File: src/rtl/msu_pkg.sv
// Shared types and defaults for the MSU read arbiter.
// Holds the FSM state encoding and the audio burst limit.
package msu_pkg;

  localparam int AUDIO_BURST_DEF = 4;

  typedef enum logic [1:0] {
    S_IDLE,
    S_AUDIO_RD,
    S_DATA_RD,
    S_DATA_HIT
  } state_e;

endpackage

File: src/rtl/msu_word_cache.sv
// Single-word data-track cache: tag, valid bit and byte-lane select.
// Filled from the memory word returned by a data read.
module msu_word_cache
  import msu_pkg::*;
(
  input  logic        clk,
  input  logic        rst,
  input  logic        fill,
  input  logic [29:0] fill_tag,
  input  logic [31:0] fill_data,
  input  logic [29:0] look_tag,
  input  logic        force_miss,
  input  logic [1:0]  lane,
  output logic        hit,
  output logic [7:0]  lane_byte
);

  logic        valid_q, valid_d;
  logic [29:0] tag_q, tag_d;
  logic [31:0] word_q, word_d;

  always_comb begin
    valid_d = valid_q;
    tag_d   = tag_q;
    word_d  = word_q;
    if (fill) begin
      valid_d = 1'b1;
      tag_d   = fill_tag;
      word_d  = fill_data;
    end
  end

  always_ff @(posedge clk) begin
    if (rst) begin
      valid_q <= 1'b0;
      tag_q   <= '0;
      word_q  <= '0;
    end else begin
      valid_q <= valid_d;
      tag_q   <= tag_d;
      word_q  <= word_d;
    end
  end

  assign hit = valid_q & (tag_q == look_tag) & ~force_miss;

  always_comb begin
    lane_byte = word_q[7:0];
    unique case (lane)
      2'd0: lane_byte = word_q[7:0];
      2'd1: lane_byte = word_q[15:8];
      2'd2: lane_byte = word_q[23:16];
      2'd3: lane_byte = word_q[31:24];
    endcase
  end

endmodule

File: src/rtl/msu_read_arb.sv
// Arbitrates audio-FIFO and data-track reads onto one memory port,
// with bounded audio bursts and a one-word data cache.
module msu_read_arb
  import msu_pkg::*;
#(
  parameter int AUDIO_BURST = AUDIO_BURST_DEF
) (
  input  logic        CLK,
  input  logic        RESET,
  input  logic        data_seek,
  input  logic        data_req,
  input  logic [31:0] data_addr,
  output logic [7:0]  data,
  output logic        data_ack,
  input  logic        audio_req,
  input  logic [31:0] audio_addr,
  output logic [31:0] audio_data,
  output logic        audio_ack,
  output logic        mem_rd,
  output logic [31:0] mem_addr,
  input  logic [31:0] mem_rdata,
  input  logic        mem_ack
);

  localparam int CW = $clog2(AUDIO_BURST + 1);
  localparam logic [CW-1:0] BMAX = CW'(AUDIO_BURST);

  state_e state_q, state_d;

  logic          audio_pend_q, audio_pend_d;
  logic          data_pend_q, data_pend_d;
  logic [CW-1:0] cnt_q, cnt_d;
  logic          seek_q;
  logic          force_q, force_d;
  logic          abort_q, abort_d;
  logic          mem_rd_q, mem_rd_d;
  logic [31:0]   mem_addr_q, mem_addr_d;
  logic [1:0]    lane_q, lane_d;
  logic [7:0]    data_q, data_d;
  logic          data_ack_q, data_ack_d;
  logic [31:0]   audio_data_q, audio_data_d;
  logic          audio_ack_q, audio_ack_d;

  logic       seek_rise;
  logic       audio_grant, data_grant;
  logic       audio_clr, data_clr;
  logic       fill, hit;
  logic [7:0] lane_byte;
  logic       addr_unused;

  assign addr_unused = ^audio_addr[1:0];
  assign seek_rise   = data_seek & ~seek_q;

  msu_word_cache u_cache (
    .clk        (CLK),
    .rst        (RESET),
    .fill       (fill),
    .fill_tag   (mem_addr_q[31:2]),
    .fill_data  (mem_rdata),
    .look_tag   (data_addr[31:2]),
    .force_miss (force_q),
    .lane       (lane_q),
    .hit        (hit),
    .lane_byte  (lane_byte)
  );

  always_comb begin
    state_d      = state_q;
    mem_rd_d     = mem_rd_q;
    mem_addr_d   = mem_addr_q;
    lane_d       = lane_q;
    data_d       = data_q;
    data_ack_d   = 1'b0;
    audio_data_d = audio_data_q;
    audio_ack_d  = 1'b0;
    abort_d      = abort_q;
    audio_grant  = 1'b0;
    data_grant   = 1'b0;
    audio_clr    = 1'b0;
    data_clr     = 1'b0;
    fill         = 1'b0;
    unique case (state_q)
      S_IDLE: begin
        if (audio_pend_q && (cnt_q < BMAX)) begin
          audio_grant = 1'b1;
          state_d     = S_AUDIO_RD;
          mem_rd_d    = 1'b1;
          mem_addr_d  = {audio_addr[31:2], 2'b00};
        end else if (data_pend_q) begin
          data_grant = 1'b1;
          lane_d     = data_addr[1:0];
          abort_d    = seek_rise;
          if (hit) begin
            state_d = S_DATA_HIT;
          end else begin
            state_d    = S_DATA_RD;
            mem_rd_d   = 1'b1;
            mem_addr_d = {data_addr[31:2], 2'b00};
          end
        end
      end
      S_AUDIO_RD: begin
        if (mem_ack) begin
          audio_data_d = mem_rdata;
          audio_ack_d  = 1'b1;
          audio_clr    = 1'b1;
          mem_rd_d     = 1'b0;
          state_d      = S_IDLE;
        end
      end
      S_DATA_RD: begin
        abort_d = abort_q | seek_rise;
        if (mem_ack) begin
          fill     = 1'b1;
          mem_rd_d = 1'b0;
          abort_d  = 1'b0;
          // A seek that arrived mid-read gets its own forced-miss pass
          state_d  = (abort_q | seek_rise) ? S_IDLE : S_DATA_HIT;
        end
      end
      S_DATA_HIT: begin
        state_d = S_IDLE;
        abort_d = 1'b0;
        if (!abort_q) begin
          data_d     = lane_byte;
          data_ack_d = 1'b1;
          data_clr   = 1'b1;
        end
      end
    endcase
  end

  always_comb begin
    audio_pend_d = (audio_pend_q & ~audio_clr) | audio_req;
    data_pend_d  = (data_pend_q & ~data_clr) | data_req | seek_rise;
    force_d      = (force_q & ~data_grant) | seek_rise;
    cnt_d        = cnt_q;
    if (!data_pend_q || data_grant) begin
      cnt_d = '0;
    end else if (audio_grant && (cnt_q < BMAX)) begin
      cnt_d = cnt_q + 1'b1;
    end
  end

  always_ff @(posedge CLK) begin
    if (RESET) begin
      state_q      <= S_IDLE;
      audio_pend_q <= 1'b0;
      data_pend_q  <= 1'b0;
      cnt_q        <= '0;
      seek_q       <= 1'b0;
      force_q      <= 1'b0;
      abort_q      <= 1'b0;
      mem_rd_q     <= 1'b0;
      mem_addr_q   <= '0;
      lane_q       <= '0;
      data_q       <= '0;
      data_ack_q   <= 1'b0;
      audio_data_q <= '0;
      audio_ack_q  <= 1'b0;
    end else begin
      state_q      <= state_d;
      audio_pend_q <= audio_pend_d;
      data_pend_q  <= data_pend_d;
      cnt_q        <= cnt_d;
      seek_q       <= data_seek;
      force_q      <= force_d;
      abort_q      <= abort_d;
      mem_rd_q     <= mem_rd_d;
      mem_addr_q   <= mem_addr_d;
      lane_q       <= lane_d;
      data_q       <= data_d;
      data_ack_q   <= data_ack_d;
      audio_data_q <= audio_data_d;
      audio_ack_q  <= audio_ack_d;
    end
  end

  assign mem_rd     = mem_rd_q;
  assign mem_addr   = mem_addr_q;
  assign data       = data_q;
  assign data_ack   = data_ack_q;
  assign audio_data = audio_data_q;
  assign audio_ack  = audio_ack_q;

endmodule

File: config.mk
export PLATFORM = sky130hd
export DESIGN_NAME = msu_read_arb
export DESIGN_NICKNAME = d
export VERILOG_FILES = /design/src/rtl/msu_pkg.sv /design/src/rtl/msu_word_cache.sv /design/src/rtl/msu_read_arb.sv
export SDC_FILE = /design/constraint.sdc
export NUM_CORES = 1
export LEC_CHECK = 0
export ABC_CLOCK_PERIOD_IN_PS = 3000
export CAP_MARGIN = 0
export CORE_MARGIN = 10
export CORE_UTILIZATION = 40
export CTS_BUF_LIST = sky130_fd_sc_hd__clkbuf_2
export DETAILED_ROUTE_END_ITERATION = 12
export GPL_TIMING_DRIVEN = 0
export PLACE_DENSITY = 0.77
export SYNTH_ARGS = -nofsm -noshare
export SYNTH_HDL_FRONTEND = slang
export SYNTH_SLANG_ARGS = --single-unit
export TNS_END_PERCENT = 30
File: constraint.sdc
create_clock -name CLK -period 3 [get_ports CLK]
set_clock_uncertainty 0.2 [all_clocks]
set_input_delay 0.75 -clock CLK [delete_from_list [all_inputs] [get_ports CLK]]
set_output_delay 0.75 -clock CLK [all_outputs]
set_load 0.005 [all_outputs]
==> results of run 1 <==
[path summary, 6_finish.rpt]
check / cells after the start / slack [ns] / end
hold reg to reg: 2 / 0.27 / audio_data[0]
hold / removal: 2 / 0.27 / audio_data[0]
setup / recovery: 1 / 0.31 / mem_addr[20]
setup reg to reg: 9 / 0.39 / mem_addr[20]
[through the flow]
stage | hold slack (ns) | instances | TNS [ns]
2_1_floorplan | 0.232 | 839 | 0
3_3_place_gp | 0.240 | 1227 | -22.72
3_5_place_dp | 0.245 | 1227 | -27.00
4_1_cts | 0.269 | 1259 | 0
5_1_grt | 0.283 | 1259 | 0
6_report | 0.266 | 1259 | 0
[synthesized netlist by cell type (2+ instances only)]
| cell | number |
|---|---|
| buf_6 | 3 |
| ha_1 | 6 |
| xnor2_1 | 30 |
| nand2_1 | 272 |
| and2_1 | 2 |
| mux2i_1 | 3 |
| a22oi_1 | 29 |
| nor2_1 | 44 |
| buf_1 | 12 |
| a221o_1 | 30 |
| inv_1 | 4 |
| nand3_1 | 6 |
| nor2b_1 | 4 |
| a211oi_1 | 3 |
| nand4_1 | 14 |
| dfxtp_1 | 148 |
| buf_4 | 2 |
| a21oi_1 | 143 |
| nand2b_1 | 4 |
| mux4_2 | 8 |
| nor4_1 | 4 |
| clkbuf_1 | 49 |
| o21ai_1 | 2 |
[where the power goes]
| part | leakage [nW] | total, W | switching [W] | internal (W) |
|---|---|---|---|---|
| registers | 1.20 | 0.00246 | 0.000225 | 0.00224 |
| logic | 1.65 | 0.00186 | 0.00101 | 0.000849 |
| clock network | 0.158 | 0.00130 | 0.000750 | 0.000553 |
| total | 3.01 | 0.00562 | 0.00198 | 0.00364 |
[metal layers]
metal,vias to the layer above,track usage [%],wire [um]
li1,3261,-,-
met1,3089,23.4,9140
met2,306,31.9,10300
met3,41,7.01,2190
met4,0,6.69,500
met5,-,0,0
[layout make-up]
cell class | instances | share of cell area (%)
multi-input cells | 620 | 37.6
flip-flops and latches | 148 | 33.4
repair buffers | 172 | 19.4
plain buffers | 66 | 3.13
well taps | 216 | 3.05
clock inverters | 13 | 2.06
clock buffers | 19 | 1.07
inverters | 5 | 0.212
[state kept, by name, summed over array words and instances (netlist names), 2 cells and up]
name	count
lane_q	2
audio_data	32
mem_addr	30
cnt_q	3
u_cache.word_q	32
u_cache.tag_q	30
data	8
state_q	2
[cell families after synthesis]
logic type / count (synthesis) / synth area share (%)
xor gates and xnor gates: 30 / 3.98
other: 1 / 0.0569
AOI/OAI and AO/OA: 216 / 20.3
adders and majority gates: 6 / 1.14
buffers and inverters: 71 / 4.50
and+or+nand+nor: 355 / 21.9
DFF: 148 / 44.9
muxes: 11 / 3.19
==> out/results.txt, run 1 <==
Syn Inst Count = 838
Rel. slew slack = 55.8%
Asr flop ratio synth = 0%
Worst Setup End Kind = output pin
Post-Syn Area per Cell = 7.87 um2
EDFF count, synth = 0
Pre-CTS WS = -0.356 ns
Slowest CP cell = clkdlybuf4s50_1
First-pass GRT wire length = 34500 um
Ys Warns = 0
GR Util All Layers = 19.6%
Final setup margin = 0.313 ns
Power Total = 0.00562 W
TritonCTS buffer count = 17
Fraction of layout instances using a drive strength above 1 = 4.60%
Remaining antenna violation count = 0
Final setup violation count = 0
Vias = 6697
Initial antenna violation count = 0
Fin area = 0.00887 mm2
Initial Util = 41.2%
Data arrival, critical path = 1.74 ns
Hold path start = audio_data[0]
Worst vdd ir = 0.302 mV
Commonest non-fill, non-tap cell in the layout = nand2_1
H-tree lvl count = 4
Clock latency on the worst-skew pair = 0.75 ns
Pwr/cell area = 634 mW/mm2
RSZ-0062 raised after global routing = no
HP Class = register to register
Avg Vias per Cell = 5.32
Die Height = 148 um
Storage cell area = 0.00296 mm2
First DRT Iteration DRCs = 511
Crit start category = register
Post-synth top area cell = dfxtp_1
Placed Area = 0.00859 mm2
Largest net degree at the start of global routing = 17
Core footprint = 0.0160 mm2
Post_cts resized = 0
Area of the multi-input gates = 0.00334 mm2
Routed len/inst = 17.5 um
Final WL = 22100 um
Row cnt = 46
Yosys reg bits = 148
Synth top area share = 44.9%
Reg2reg start = state_q[1]
Worst-Margin Slew = 0.663 ns
Antenna Cells = 0
Number of buffers added on ports = 172
Final min period = 2.69 ns
CTS clk-pin slew, worst paths = 0.23 ns
Drt pass-1 iters = 5
Most frequent cells in the layout = 272 x nand2_1, 172 x clkdlybuf4s50_1, 148 x dfxtp_1
Worst-path fanout max = 4
Largest stage delay, worst path = 0.54 ns
Final core utilization = 55.4%
Final number of hold-violating endpoints = 0
Crit path cell chain = clkdlybuf4s50_1
Post-Synthesis Cell Area = 0.00659 mm2
Top post-synthesis cells by area = dfxtp_1 45%, nand2_1 15%, a21oi_1 11%
Req. time, crit path = 2.05 ns
Synth Flop Type = dfxtp_1
Die ar. = 0.0220 mm2
Final period utilization = 89.6%
Die span in x = 148 um
Clk sink count = 148
Post CTS Setup Buffer Count = 0
Crit path buffers/inverters = 1
Fill count = 1546
Unique cell type count in the Yosys netlist = 39
Final GP Congestion = 0.919
Grt ovf = 0
Number of global-route vias before repair = 6480
DRC = 0
Top cell family by delay on the critical path = buffers and inverters
Status = completed
Hpwl dp = 16800 um
Area growth syn-to-layout = 34.5%
Register area share after synthesis = 44.9%
CTS tree = yes
Final Max Tran Viols = 0
Max-Cap Viols = 0
Max clock buf depth = 2
Setup Crit Path Kind = register to output pin
Fmax = 372 MHz
Post-CTS Hold Buffers = 0
Crit. Startpoint = mem_addr[20]
Leak Pwr = 3.01 nW
Fin nets = 1138
CTS root buffer = clkbuf_2
Boundary pin count = 177
Note: power is estimated with default switching activity, not from simulation.
==> run 2, diff against run 1 <==
==> constraint.sdc (replaced) <==
create_clock -name CLK -period 3 [get_ports CLK]
set_clock_uncertainty 0.2 [all_clocks]
set_input_delay 0.75 -clock CLK [delete_from_list [all_inputs] [get_ports CLK]]
set_output_delay 0.75 -clock CLK [all_outputs]
set_load 0.1 [all_outputs]
==> run 2 against run 1 <==
Clock power barely moved; power grew 19%; sequential power hardly changed; routed wire length about the same; global-route usage is essentially flat; critical path depth did not move; utilization fell by 0.66 points; largest power group is now combinational logic; highest routed layer unchanged; via count rose by 0.19%; hold slack about the same; sequential share of layout area is 0.40 points higher; fmax fell by 7.8%.
==> out/results.txt, run 2 (synthesis gave the netlist of run 1 again) <==
Status = completed
Max clock buf depth = 2
Initial antenna violation count = 0
Final period utilization = 97.1%
Final setup margin = 0.0856 ns
Die ar. = 0.0220 mm2
Core footprint = 0.0160 mm2
Post-CTS Hold Buffers = 0
Max-Cap Viols = 0
Largest stage delay, worst path = 0.83 ns
First DRT Iteration DRCs = 590
Cells after DPL = 1227
Antenna Cells = 0
Area growth syn-to-layout = 32.9%
Crit start category = register
Die Height = 148 um
Req. time, crit path = 2.05 ns
Final setup violation count = 0
Hpwl dp = 16800 um
Final min period = 2.91 ns
Setup Crit Path Kind = register to output pin
TritonCTS buffer count = 17
Worst-path fanout max = 2
Clock latency on the worst-skew pair = 0.74 ns
Data arrival, critical path = 1.96 ns
DRC = 0
Boundary pin count = 177
Leak Pwr = 3.09 nW
Placed Area = 0.00859 mm2
Largest net degree at the start of global routing = 17
Grt ovf = 0
Number of buffers added on ports = 172
Fin nets = 1138
Worst hold slack = 0.266 ns
Final number of hold-violating endpoints = 0
Number of global-route vias before repair = 6481
First-pass GRT wire length = 34600 um
RSZ-0062 raised after global routing = yes
Final WL = 22100 um
Commonest non-fill, non-tap cell in the layout = nand2_1
Fmax = 343 MHz
Pwr/cell area = 763 mW/mm2
Routed len/inst = 17.5 um
Avg Vias per Cell = 5.33
Vias = 6710
H-tree lvl count = 4
Worst vdd ir = 0.370 mV
Initial Util = 41.2%
GR Util All Layers = 19.6%
Final Max Tran Viols = 0
Worst Setup End Kind = output pin
Die span in x = 148 um
Rel. slew slack = 34.4%
Final GP Congestion = 0.919
Fraction of layout instances using a drive strength above 1 = 9.88%
Final core utilization = 54.8%
CTS root buffer = clkbuf_2
Row cnt = 46
CTS tree = yes
Crit path buffers/inverters = 1
Crit path cell chain = clkdlybuf4s15_1
Most frequent cells in the layout = 272 x nand2_1, 148 x dfxtp_1, 143 x a21oi_1
Drt pass-1 iters = 5
Fin area = 0.00876 mm2
Worst-Margin Slew = 0.988 ns
Final instance count without filler cells = 1259
Remaining antenna violation count = 0
Pre-CTS WS = -0.356 ns
Clk sink count = 148
Top cell family by delay on the critical path = buffers and inverters
Slowest CP cell = clkdlybuf4s15_1
HP Class = register to register
CTS clk-pin slew, worst paths = 0.23 ns
[run 2: cell count changes in the layout (fill, tap and decap cells not counted)]
cell | previous run | this run
dlygate4sd2_1 | 0 | 4
clkdlybuf4s15_2 | 0 | 28
clkdlybuf4s50_1 | 172 | 99
clkbuf_2 | 19 | 46
clkdlybuf4s15_1 | 0 | 14
[run 2: cell type report]
class                           count  area (um2)
Sequential cell                   148        2960
Clock inverter                     13         183
Clock buffer                       19        95.1
Buffer                             66         278
Timing Repair Buffer              172        1620
Multi-Input combinational cell    620        3340
Fill cell                        1551        7240
Tap cell                          216         270
Inverter                            5        18.8
[run 2: tightest hold or removal path: cells and delay by family, from the launching register on]
family | cells | cell delay, ns
simple gates | 1 | 0.05
compound gates | 1 | 0.05
flops | 1 | 0.35
[run 2: repair_timing]
action / CTS / global route
buffers inserted: 0 / 0
endpoints found under the setup margin: 73 / 41
resized for setup: 138 / 59
[run 2: power breakdown]
part / internal (W) / switching, W
Clock: 0.000553 / 0.000744
Combinational: 0.000770 / 0.00216
Sequential: 0.00224 / 0.000224
[run 2: path summary, 6_finish.rpt]
path,start,endpoint,slack (ns),cells past startpoint
hold / removal,u_cache.word_q[23],u_cache.word_q[23],0.27,2
setup / recovery,audio_data[28],audio_data[28],0.09,1
hold reg to reg,u_cache.word_q[23],u_cache.word_q[23],0.27,2
setup reg to reg,state_q[1],mem_addr[20],0.38,9
[run 2: metrics by stage]
stage                     total power [W]  setup TNS, ns
final                             0.00669              0
after global routing              0.00702        -0.0103
after CTS                         0.00672              0
after detailed placement          0.00550         -27.00
after global placement            0.00546         -22.72
after floorplan                   0.00464              0
[run 2: metal layers]
layer	track usage [%]	vias to the layer above	wire length, um
li1	-	3257	-
met1	23.6	3103	9220
met2	32.1	309	10300
met3	6.86	41	2120
met4	6.39	0	440
met5	0	-	0
